### src/rtl/tfhe_pbs_launcher.sv
// PBS launch controller: turns the start_pbs control level into one valid/ready launch of the
// PBS core, then tracks the run to completion with sticky status, cycle and run counters.
module tfhe_pbs_launcher #(
    parameter int unsigned CYC_W          = 32,
    parameter int unsigned TIMEOUT_CYCLES = 100_000_000,
    parameter int unsigned RUN_W          = 16
) (
    input  logic             S_AXI_ACLK,
    input  logic             S_AXI_ARESETN,
    input  logic             start_pbs,
    input  logic [1:0]       hbm_select,
    output logic             core_start_valid,
    input  logic             core_start_ready,
    output logic [1:0]       core_hbm_select,
    input  logic             core_done,
    input  logic             core_error,
    output logic             pbs_busy,
    output logic             pbs_done,
    output logic             pbs_error,
    output logic             pbs_timeout,
    output logic [CYC_W-1:0] pbs_cycles,
    output logic [RUN_W-1:0] pbs_count
);

    typedef enum logic [1:0] {IDLE, LAUNCH, RUN, DONE} state_t;

    localparam logic [CYC_W-1:0] TIMEOUT_LIM = CYC_W'(TIMEOUT_CYCLES);

    state_t           state, state_nxt;
    logic             start_q;
    logic             rise;
    logic             watchdog;

    logic             valid_nxt;
    logic [1:0]       hbm_nxt;
    logic             busy_nxt;
    logic             done_nxt;
    logic             error_nxt;
    logic             timeout_nxt;
    logic [CYC_W-1:0] cycles_nxt;
    logic [RUN_W-1:0] count_nxt;

    assign rise     = start_pbs & ~start_q;
    // The watchdog looks at the registered count, so it trips one clock after the limit is reached.
    assign watchdog = (TIMEOUT_CYCLES != 0) && (pbs_cycles >= TIMEOUT_LIM);

    // NOTE: every *_nxt gets its hold value first so no path through the case infers a latch.
    always_comb begin
        state_nxt   = state;
        valid_nxt   = core_start_valid;
        hbm_nxt     = core_hbm_select;
        busy_nxt    = pbs_busy;
        done_nxt    = pbs_done;
        error_nxt   = pbs_error;
        timeout_nxt = pbs_timeout;
        cycles_nxt  = pbs_cycles;
        count_nxt   = pbs_count;

        if ((state == LAUNCH || state == RUN) && !(&pbs_cycles))
            cycles_nxt = pbs_cycles + CYC_W'(1);

        case (state)
            IDLE: begin
                if (rise) begin
                    state_nxt   = LAUNCH;
                    hbm_nxt     = hbm_select;
                    valid_nxt   = 1'b1;
                    busy_nxt    = 1'b1;
                    cycles_nxt  = '0;
                    done_nxt    = 1'b0;
                    error_nxt   = 1'b0;
                    timeout_nxt = 1'b0;
                end
            end
            LAUNCH: begin
                if (core_start_ready) begin
                    valid_nxt = 1'b0;
                    state_nxt = RUN;
                end else if (watchdog) begin
                    valid_nxt   = 1'b0;
                    busy_nxt    = 1'b0;
                    done_nxt    = 1'b1;
                    timeout_nxt = 1'b1;
                    state_nxt   = DONE;
                end
            end
            RUN: begin
                // A completion pulse takes priority over a watchdog trip on the same clock.
                if (core_done || core_error) begin
                    busy_nxt  = 1'b0;
                    done_nxt  = 1'b1;
                    error_nxt = core_error;
                    count_nxt = pbs_count + RUN_W'(1);
                    state_nxt = DONE;
                end else if (watchdog) begin
                    busy_nxt    = 1'b0;
                    done_nxt    = 1'b1;
                    timeout_nxt = 1'b1;
                    state_nxt   = DONE;
                end
            end
            DONE: begin
                if (!start_pbs)
                    state_nxt = IDLE;
            end
            default: state_nxt = IDLE;
        endcase
    end

    // NOTE: state is updated with non-blocking assignments so every register samples pre-edge values.
    always_ff @(posedge S_AXI_ACLK or negedge S_AXI_ARESETN) begin
        if (!S_AXI_ARESETN) begin
            state            <= IDLE;
            // start_q comes out of reset high so a start_pbs level held through reset is not a rise.
            start_q          <= 1'b1;
            core_start_valid <= 1'b0;
            core_hbm_select  <= 2'b00;
            pbs_busy         <= 1'b0;
            pbs_done         <= 1'b0;
            pbs_error        <= 1'b0;
            pbs_timeout      <= 1'b0;
            pbs_cycles       <= '0;
            pbs_count        <= '0;
        end else begin
            state            <= state_nxt;
            start_q          <= start_pbs;
            core_start_valid <= valid_nxt;
            core_hbm_select  <= hbm_nxt;
            pbs_busy         <= busy_nxt;
            pbs_done         <= done_nxt;
            pbs_error        <= error_nxt;
            pbs_timeout      <= timeout_nxt;
            pbs_cycles       <= cycles_nxt;
            pbs_count        <= count_nxt;
        end
    end

endmodule
### config.mk
export PLATFORM = sky130hd
export DESIGN_NAME = tfhe_pbs_launcher
export DESIGN_NICKNAME = d
export VERILOG_FILES = /design/src/rtl/tfhe_pbs_launcher.sv
export SDC_FILE = /design/constraint.sdc
export NUM_CORES = 1
export LEC_CHECK = 0
export ABC_AREA = 1
export BUFFER_PORTS_ARGS = -buffer_cell sky130_fd_sc_hd__buf_2
export CORE_MARGIN = 3
export CORE_UTILIZATION = 52
export CTS_CLUSTER_SIZE = 30
export DETAILED_ROUTE_END_ITERATION = 7
export GPL_ROUTABILITY_DRIVEN = 0
export PLACE_DENSITY = 0.77
export REMOVE_ABC_BUFFERS = 1
export SYNTH_ARGS = -nofsm -noshare
export SYNTH_HDL_FRONTEND = slang
export SYNTH_SLANG_ARGS = --single-unit
### constraint.sdc
create_clock -name S_AXI_ACLK -period 1.6 [get_ports S_AXI_ACLK]
set_input_delay 0 -clock S_AXI_ACLK [delete_from_list [all_inputs] [get_ports S_AXI_ACLK]]
set_output_delay 0 -clock S_AXI_ACLK [all_outputs]
set_load 0.03 [all_outputs]
Word level (Yosys, flattened, before mapping)
Cells that the tools add are included.
- output and inout bits: 55
- word-level logic and storage cells: 68
- flip-flop bits (word level): 58
- input port bits: 8
- order comparisons: 1
- reduce and logical (&&, ||, !) cells: 16
- multiplexer cells: 28
- add/sub/neg operators: 2
- equality and inequality tests: 9
- bitwise operators: 2
- operators by type and width (kind ; number):
    $mux W32 ; 3
    $add A32 B1 Y32 const B ; 1
    $ge A32 B27 Y1 const B ; 1
    $reduce_and A32 Y1 ; 1
    $add A16 B1 Y16 const B ; 1
    $mux W1 ; 14
    $mux W2 ; 5
    $pmux W1 S3 ; 3
    $reduce_and A3 Y1 ; 3
    $ne A2 B2 Y1 const B ; 4
    $pmux W2 S4 ; 1
    $reduce_and A2 Y1 ; 3
    $eq A2 B2 Y1 const B ; 2
    $pmux W1 S2 ; 2
    $reduce_and A4 Y1 ; 1
    $reduce_bool A2 Y1 ; 2
    $ne A3 B3 Y1 const B ; 1
    $reduce_bool A3 Y1 ; 1
    $eq A2 B1 Y1 const B ; 1
    $logic_not A2 Y1 ; 1
    $logic_or A1 B1 Y1 ; 2
    $ne A2 B1 Y1 const B ; 1
    $and A1 B1 Y1 ; 1
    $logic_and A1 B1 Y1 ; 1
    2 further kinds ; 2

Logic depth before layout (Yosys ltp)
Gate-level depths: netlist (run 1).
- depth in word-level cells: 6
- gate-level depth with buffers: 12
- depth with buffers taken out: 12

Least setup slack after synthesis (run 1)
OpenSTA, ideal clock, no wires.
- kind: register -> register
- start point: register pbs_cycles[1]
- end point: register pbs_cycles[23]
- period minus slack after synthesis: 1799 ps
- slack: -199 ps
- path buffers: 1
- data arrival time: 1666 ps
- required time: 1467 ps
- cell stages (with the launch flop): 12
- cell sequence: dfrtp_1 ha_1 inv_2 nor2_4 nand2_4 nor2_8 nand2_4 nand2_8 buf_8 nand2_1 nand2_1 nor2_1
- longest elaborated chain between the ends: 6
- ends and longest elaborated chain (element ; RTL line ; RTL):
    from (decl) ; 21 ; output logic [CYC_W-1:0] pbs_cycles,
    from (signal assigned) ; 133 ; pbs_cycles <= cycles_nxt;
    parallel branches: the longest is 3 deep, another holds $add A32 B1 Y32 ; n/a ;
    $mux W32 * ; 59 ; if ((state == LAUNCH || state == RUN) && !(&pbs_cycles))
    $mux W32 ; 64 ; if (rise) begin
    $mux W32 * ; 62 ; case (state)
    via cycles_nxt[23] ; 40 ; logic [CYC_W-1:0] cycles_nxt;
Mark *: on every way through the listed nets, which the timed path passes.
A chain may end at the register's enable or synchronous reset.

Final worst setup path (run 1)
- start point: register pbs_cycles[8]
- end point: register pbs_cycles[19]
Same word-level chain as after synthesis.

==> results of run 1 <==
-- critical path, stage by stage, from the launching register on --
cell     delay [ns]
dfrtp_1        0.37
buf_4          0.14
nand2_1        0.11
nor2_2         0.16
nand2_1        0.13
nor2_1         0.23
nand2_1        0.11
nand2_1        0.08
nand2_1        0.06
nand2_1        0.06
nand2_1        0.05
a21oi_1        0.12
-- power breakdown --
| part | internal (W) | total [W] | switching [W] |
|---|---|---|---|
| sequential | 0.00201 | 0.00257 | 0.000558 |
| combinational | 0.00240 | 0.00659 | 0.00419 |
| clock | 0.000921 | 0.00157 | 0.000648 |
| total | 0.00534 | 0.0107 | 0.00539 |
-- how the worst min path moves through the flow --
stage / cells after the start / from / slack (ns) / endpoint
2_1_floorplan: 0 / S_AXI_ARESETN / -0.30 / core_hbm_select[0]$_DFFE_PN0P_
3_3_place_gp: 1 / S_AXI_ARESETN / -0.01 / pbs_cycles[4]$_DFF_PN0_
3_5_place_dp: 1 / S_AXI_ARESETN / -0.005 / pbs_cycles[4]$_DFF_PN0_
4_1_cts: 4 / core_done / 0.06 / pbs_error$_DFFE_PN0P_
5_1_grt: 5 / core_start_ready / 0.11 / core_start_valid$_DFFE_PN0P_
6_report: 4 / core_done / 0.09 / pbs_error$_DFFE_PN0P_
-- final cells by class --
cell class / instances / area (um^2)
Timing Repair Buffer: 141 / 951
Multi-Input combinational cell: 427 / 2440
Inverter: 51 / 199
Clock buffer: 10 / 138
Sequential cell: 58 / 1460
Fill cell: 485 / 1580
Clock inverter: 6 / 88.8
Tap cell: 96 / 120
-- sequential cells by signal (all words and copies together), names as in the netlist --
name,flops
core_hbm_select,2
core_start_valid,1
pbs_busy,1
pbs_count,16
pbs_cycles,32
pbs_done,1
pbs_error,1
pbs_timeout,1
start_q,1
state,2
-- routing by layer --
layer	vias up	GRT usage, %	wire [um]
li1	1988	-	-
met1	1987	34.0	4760
met2	238	44.3	5650
met3	71	4.84	982
met4	0	15.1	599
met5	-	0	0
-- metrics by stage --
stage,setup TNS [ns],worst slack [ns],total power [W],hold slack [ns]
finish,-0.682,-0.111,0.0107,0.0856
global route,-2.91,-0.138,0.0114,0.109
CTS,0,0.00329,0.00993,0.0560
detailed placement,-0.554,-0.0834,0.00810,-0.00526
global placement,-0.00980,-0.00980,0.00793,-0.0120
floorplan,-20.08,-0.995,0.00604,-0.296
-- layout by cell type, fill, tap and decap left out, types with 5 or more instances in the layout --
cell / Yosys / final
nand2_4: 3 / 7
buf_4: 0 / 67
nand3_1: 27 / 25
inv_1: 48 / 42
dfrtp_1: 57 / 49
o21ai_0: 7 / 5
ha_1: 10 / 6
buf_6: 3 / 6
nand4_1: 5 / 5
a21oi_1: 20 / 11
o21ai_1: 8 / 8
buf_2: 1 / 62
nand2_2: 9 / 19
dfrtp_2: 0 / 8
clkbuf_8: 0 / 10
inv_2: 3 / 6
nor2_1: 94 / 74
xnor2_1: 6 / 6
nand2_1: 181 / 168
nor2_4: 7 / 17
a21oi_2: 4 / 13
xor2_1: 16 / 16
nor3_2: 6 / 8
nor2_2: 6 / 16
dlygate4sd3_1: 0 / 5
-- logic make-up (layout without fill, tap and decap cells) --
kind of cell	count (synthesis)	after routing	synth area share, %
buffers and inverters	59	208	6.94
DFF	58	58	37.6
AOI/OAI and AO/OA	46	46	7.20
and+or+nand+nor	347	349	40.0
xor gates and xnor gates	22	22	4.99
adders and majority gates	10	10	3.24
-- cells in the mapped netlist, types with 2 or more instances --
cell | instances | area (um^2)
buf_6 | 3 | 33.8
nand2_2 | 9 | 56.3
nor3_1 | 5 | 25.0
clkbuf_1 | 2 | 7.51
xor2_1 | 16 | 140
dfrtp_1 | 57 | 1430
nand2_4 | 3 | 33.8
nor3_2 | 6 | 60.1
o21bai_1 | 4 | 30.0
o21ai_0 | 7 | 35.0
nor2_1 | 94 | 353
xnor2_1 | 6 | 52.6
a21oi_2 | 4 | 35.0
ha_1 | 10 | 125
buf_8 | 2 | 30.0
inv_1 | 48 | 180
nand3_1 | 27 | 135
inv_2 | 3 | 11.3
o21ai_1 | 8 | 40.0
nand2_1 | 181 | 679
a21oi_1 | 20 | 100
nor2_2 | 6 | 37.5
nand4_1 | 5 | 31.3
nor2_4 | 7 | 78.8
-- repair_timing --
action | in CTS | in global routing
buffers inserted | 5 | 7
pin swaps | 8 | 18
resized for setup | 18 | 78
hold buffers | 5 | 0
endpoints found under the hold margin | 30 | 0
endpoints found under the setup margin | 31 | 47
gates cloned | 1 | 1
==> flow_summary_export.csv, run 1 <==
group,metric,value,unit
yosys,post_synth_num_cell_types,33,
clocking,number_of_levels_the_h_tree_was_split_into,3,
clocking,cts.sink_count,58,
critical_path,cp_max_fo,3,
yosys,synth_cells,542,
layout,postLayoutCellArea,0.00540,mm^2
routing,drc,0,
global_route,first_pass_grt_wire_length,18400,um
sta,final.setup_skew,0.0139,ns
floorplanning,initial_utilization,55.3,%
yosys,synth-edff-count,0,
sta,fin_crit_sh,107,%
clocking,cts_inserted_buffers,9,
sta,fmax,585,MHz
critical_path,arrival,1.97,ns
global_route,grt_util_all_layers,27.2,%
clocking,cts.path.max_buffers,2,
critical_path,r2r_cells,11,
global_route,grt_antenna_before_repair,0,
flow_run,drv.max_cap_violation_count,0,
layout,final_core_utilization,77.3,%
critical_path,worst_setup_path_end_kind,"flop",
sta,timing.max_slew.rel_slack,65.7,%
routing,drt_iter0_markers,370,
global_route,first_global_vias,4075,
pwr,power.ir.vdd_worst,1200,uV
place,port_buffers,62,
critical_path,timing.setup.critical_path_class,"reg -> reg",
pwr,power-per-cell-area,1990,mW/mm^2
place,dp_hpwl,8050,um
layout,area_delta_synth_final,39.9,%
sta,min_period,1.71,ns
place,placed_cells_incl_taps,754,
sta,setup-violations-final,24,
floorplanning,core_area,0.00698,mm^2
yosys,synth.cell_area,0.00386,mm^2
layout,finalNetCount,706,
critical_path,r2r_start,"pbs_cycles[8]$_DFF_PN0_",
critical_path,worst_setup_path_start_kind,"flop",
yosys,yosys_warnings,0,
outcome,outcome,"complete, but fails checks",
clocking,clk_root_buffer_cell,"clkbuf_8",
floorplanning,die_area,0.00849,mm^2
critical_path,rr_endpoint,"pbs_cycles[19]$_DFF_PN0_",
floorplanning,rows,30,
clocking,cts_tree,"built",
critical_path,critical_path.endpoint,"pbs_cycles[19]$_DFF_PN0_",
sta,post-route-worst-setup-slack,-0.111,ns
yosys,number_of_register_bits_inferred_by_synthesis,58,
yosys,ys.flop_type,"dfrtp_1",
yosys,synth_seq_area_share,37.6,%
routing,wire_per_inst,15.2,um
place,dpl-instance-area,0.00469,mm^2
hold_path,worstHoldPathType,"in -> reg",
floorplanning,fp.dieH,92.2,um
layout,final_cells,789,
outcome,failing_checks,"negative setup slack",
sta,grt_setup_unrepaired,"yes",
global_route,grt_start_max_net_pins,28,
critical_path,cp_data_required_time,1.86,ns
sta,hold_violations,0,
pwr,power_leakage,2.73,nW
critical_path,crit_startpoint,"pbs_cycles[8]$_DFF_PN0_",
clocking,insertion_delay,0.35,ns
layout,drive_above_1_share,38.5,%
sta,final_max_slew_viol_count,0,
yosys,syn-mean-instance-area,7.12,um^2
sta,worst_slew_pin_slew,0.514,ns
yosys,ys_async_sr_fraction,100,%
routing,drt_wl_total,12000,um
routing,drtPass1Iterations,6,
layout,antenna_cells_inserted,0,
global_route,gr-total-overflow,0,
routing,drt-vias-per-instance,5.43,
routing,drtAntennaViolNets,0,
routing,vias,4284,
floorplanning,pin_count,63,
floorplanning,die-width,92.2,um
critical_path,timing.reg2reg.setup_slack,-0.11,ns
clocking,cts.clk_slew.worst_paths,0.07,ns
(Power assumes the default switching activity.)
==> inputs of run 2 (changes only) <==
PLACE_DENSITY = not set   (was 0.77)
PLACE_DENSITY_LB_ADDON = 0.12   (was not set)
==> run 2 against run 1 <==
The flow still finishes with violations (negative setup slack). First-iteration DRC count fell by 8.4%. Register-to-register slack better by 0.05 ns. Sequential power shrank 3%. Clock-buffer cell count decreased by 1. Non-clock buffer count increased by 5. Global-route usage shrank 1.0 points. Critical path type unchanged. Largest power group unchanged.
==> flow_summary_export.csv, run 2 (synthesis gave the netlist of run 1 again) <==
group,metric,value,unit
clocking,clk_root_buffer_cell,"clkbuf_8",
routing,drt_iter0_markers,339,
routing,drt_wl_total,11800,um
routing,drtAntennaViolNets,0,
critical_path,cp_data_required_time,1.85,ns
pwr,p_int,0.00576,W
floorplanning,pin_count,63,
layout,drive_above_1_share,39.7,%
pwr,power.ir.vdd_worst,1350,uV
hold_path,hold_path_depth,4,
critical_path,cp_num_buf_inv,2,
place,dpl-instance-area,0.00475,mm^2
sta,grt_setup_unrepaired,"yes",
pwr,power_leakage,2.76,nW
pwr,clockPowerShare,15.7,%
critical_path,cp_slowest_cell,"dfrtp_1",
critical_path,r2r_start,"pbs_cycles[17]$_DFF_PN0_",
global_route,grt_start_max_net_pins,39,
critical_path,max_stage_delay_on_crit_path,0.45,ns
critical_path,worst_setup_path_start_kind,"flop",
place,port_buffers,62,
pwr,power_frac_seq,22.1,%
sta,min_period,1.66,ns
layout,postLayoutCellArea,0.00548,mm^2
clocking,cts.clk_slew.worst_paths,0.08,ns
global_route,grt_util_all_layers,26.2,%
layout,final_cell_mix,"nand2_1 (160), buf_4 (73), nor2_1 (70)",
floorplanning,core_area,0.00698,mm^2
flow_run,drv.max_cap_violation_count,0,
sta,timing.max_slew.rel_slack,66.6,%
sta,final.setup_skew,0.0145,ns
clocking,number_of_levels_the_h_tree_was_split_into,3,
critical_path,rr_endpoint,"pbs_cycles[13]$_DFF_PN0_",
layout,layout.filler_cells,500,
layout,area_delta_synth_final,41.8,%
floorplanning,initial_utilization,55.3,%
pwr,p_comb_share,62.1,%
sta,timing.hold.ws,0.0289,ns
pwr,p_sw,0.00548,W
sta,hold_violations,0,
floorplanning,die-width,92.2,um
global_route,first_global_vias,3879,
sta,setup-violations-final,25,
layout,largest_registers,"pbs_cycles x32, pbs_count x16",
place,dp_hpwl,7870,um
outcome,outcome,"complete, but fails checks",
global_route,gr-total-overflow,0,
layout,layout.cells.most_common,"nand2_1",
floorplanning,fp.dieH,92.2,um
critical_path,cpMostUsedCell,"nand2_2",
global_route,first_pass_grt_wire_length,17700,um
critical_path,arrival,1.92,ns
sta,worst_slew_pin_slew,0.501,ns
global_route,grt_antenna_before_repair,0,
sta,post-route-worst-setup-slack,-0.0618,ns
hold_path,worstHoldPathType,"in -> reg",
clocking,cts.path.max_buffers,2,
layout,number_of_flip_flops_in_the_largest_register,32,
pwr,power-per-cell-area,2050,mW/mm^2
floorplanning,die_area,0.00849,mm^2
critical_path,worst_setup_path_end_kind,"flop",
clocking,cts_inserted_buffers,9,
critical_path,worstPathCellList,"nand2_2 -> nor2_2 -> nand2_2 -> nor2_4 -> a21oi_4 -> buf_6 -> clkbuf_16 -> o21ai_2 -> nor2_1",
critical_path,r2r_cells,9,
floorplanning,rows,30,
pwr,power.switching_fraction,48.8,%
routing,drt-vias-per-instance,5.29,
critical_path,timing.setup.critical_path_class,"reg -> reg",
routing,drtPass1Iterations,5,
critical_path,worst_path_dominant_cell_family,"simple AND/OR/NAND/NOR gates",
routing,drc,0,
layout,top_register,"pbs_cycles",
clocking,cts_tree,"built",
outcome,failing_checks,"negative setup slack",
clocking,insertion_delay,0.36,ns
critical_path,cp_max_fo,5,
layout,finalNetCount,711,
hold_path,hold_path_startpoint,"core_done",
sta,fmax,602,MHz
routing,wire_per_inst,14.9,um
routing,vias,4204,
sta,final_max_slew_viol_count,0,
critical_path,timing.reg2reg.setup_slack,-0.06,ns
sta,fin_crit_sh,104,%
clocking,cts.sink_count,58,
hold_path,hold-path-endpoint,"pbs_error$_DFFE_PN0P_",
layout,antenna_cells_inserted,0,
[run 2: worst register-to-register path, delay by kind of cell (launching register included)]
family | cells | cell delay (ns)
AO/OA/AOI/OAI | 2 | 0.21
AND/OR/NAND/NOR | 5 | 0.60
buffers and inverters | 2 | 0.30
flip-flops | 1 | 0.45
[run 2: cell type report]
type | instances | area [um^2] | area share [%]
well taps | 96 | 120 | 2.19
inverters | 51 | 191 | 3.50
multi-input cells | 427 | 2440 | 44.5
clock buffers | 9 | 124 | 2.26
flip-flops and latches | 58 | 1460 | 26.6
clock inverters | 7 | 125 | 2.29
repair buffers | 146 | 1020 | 18.6
[run 2: how the worst max path moves through the flow]
stage / from / to / slack (ns) / cells past startpoint
4_1_cts: pbs_cycles[0]$_DFF_PN0_ / pbs_cycles[17]$_DFF_PN0_ / -0.0008 / 10
3_3_place_gp: state[0]$_DFFE_PN0P_ / pbs_count[14]$_DFFE_PN0P_ / -0.04 / 11
2_1_floorplan: state[0]$_DFFE_PN0P_ / core_start_valid$_DFFE_PN0P_ / -1.0 / 9
5_1_grt: pbs_cycles[17]$_DFF_PN0_ / pbs_cycles[17]$_DFF_PN0_ / -0.13 / 11
3_5_place_dp: state[0]$_DFFE_PN0P_ / pbs_count[14]$_DFFE_PN0P_ / -0.06 / 11
6_report: pbs_cycles[17]$_DFF_PN0_ / pbs_cycles[13]$_DFF_PN0_ / -0.06 / 9
[run 2: power groups by stage]
stage | Combinational (W) | Clock (W) | Sequential [W]
final | 0.00698 | 0.00177 | 0.00249
after global routing | 0.00756 | 0.00184 | 0.00255
after CTS | 0.00590 | 0.00177 | 0.00245
after detailed placement | 0.00582 | 0 | 0.00248
after global placement | 0.00568 | 0 | 0.00246
after floorplan | 0.00259 | 0 | 0.00345
[run 2: through the flow]
| stage | setup slack (ns) | power, W | setup TNS, ns | cells | utilization [%] |
|---|---|---|---|---|---|
| floorplan | -0.995 | 0.00604 | -20.08 | 534 | - |
| global placement | -0.0412 | 0.00815 | -0.0974 | 758 | 68.0 |
| global route | -0.135 | 0.0119 | -3.40 | 794 | 78.4 |
| detailed placement | -0.0635 | 0.00830 | -0.317 | 758 | 68.0 |
| CTS | -0.000810 | 0.0101 | -0.000810 | 780 | 72.9 |
| finish | -0.0618 | 0.0112 | -0.828 | 794 | 78.4 |
[run 2: layer usage]
layer	routed length, um	vias up	GRT usage (%)
met4	468	0	8.91
met1	4670	1948	33.5
met2	5750	209	44.0
met3	929	49	5.41
met5	0	-	0
li1	-	1998	-
[run 2: repair_timing]
action / CTS / global route
hold endpoints to repair: 61 / 0
buffers inserted: 1 / 10
resized for setup: 9 / 79
pin swaps: 2 / 24
endpoints found under the setup margin: 12 / 42
cloned: 0 / 5
hold buffers: 5 / 0
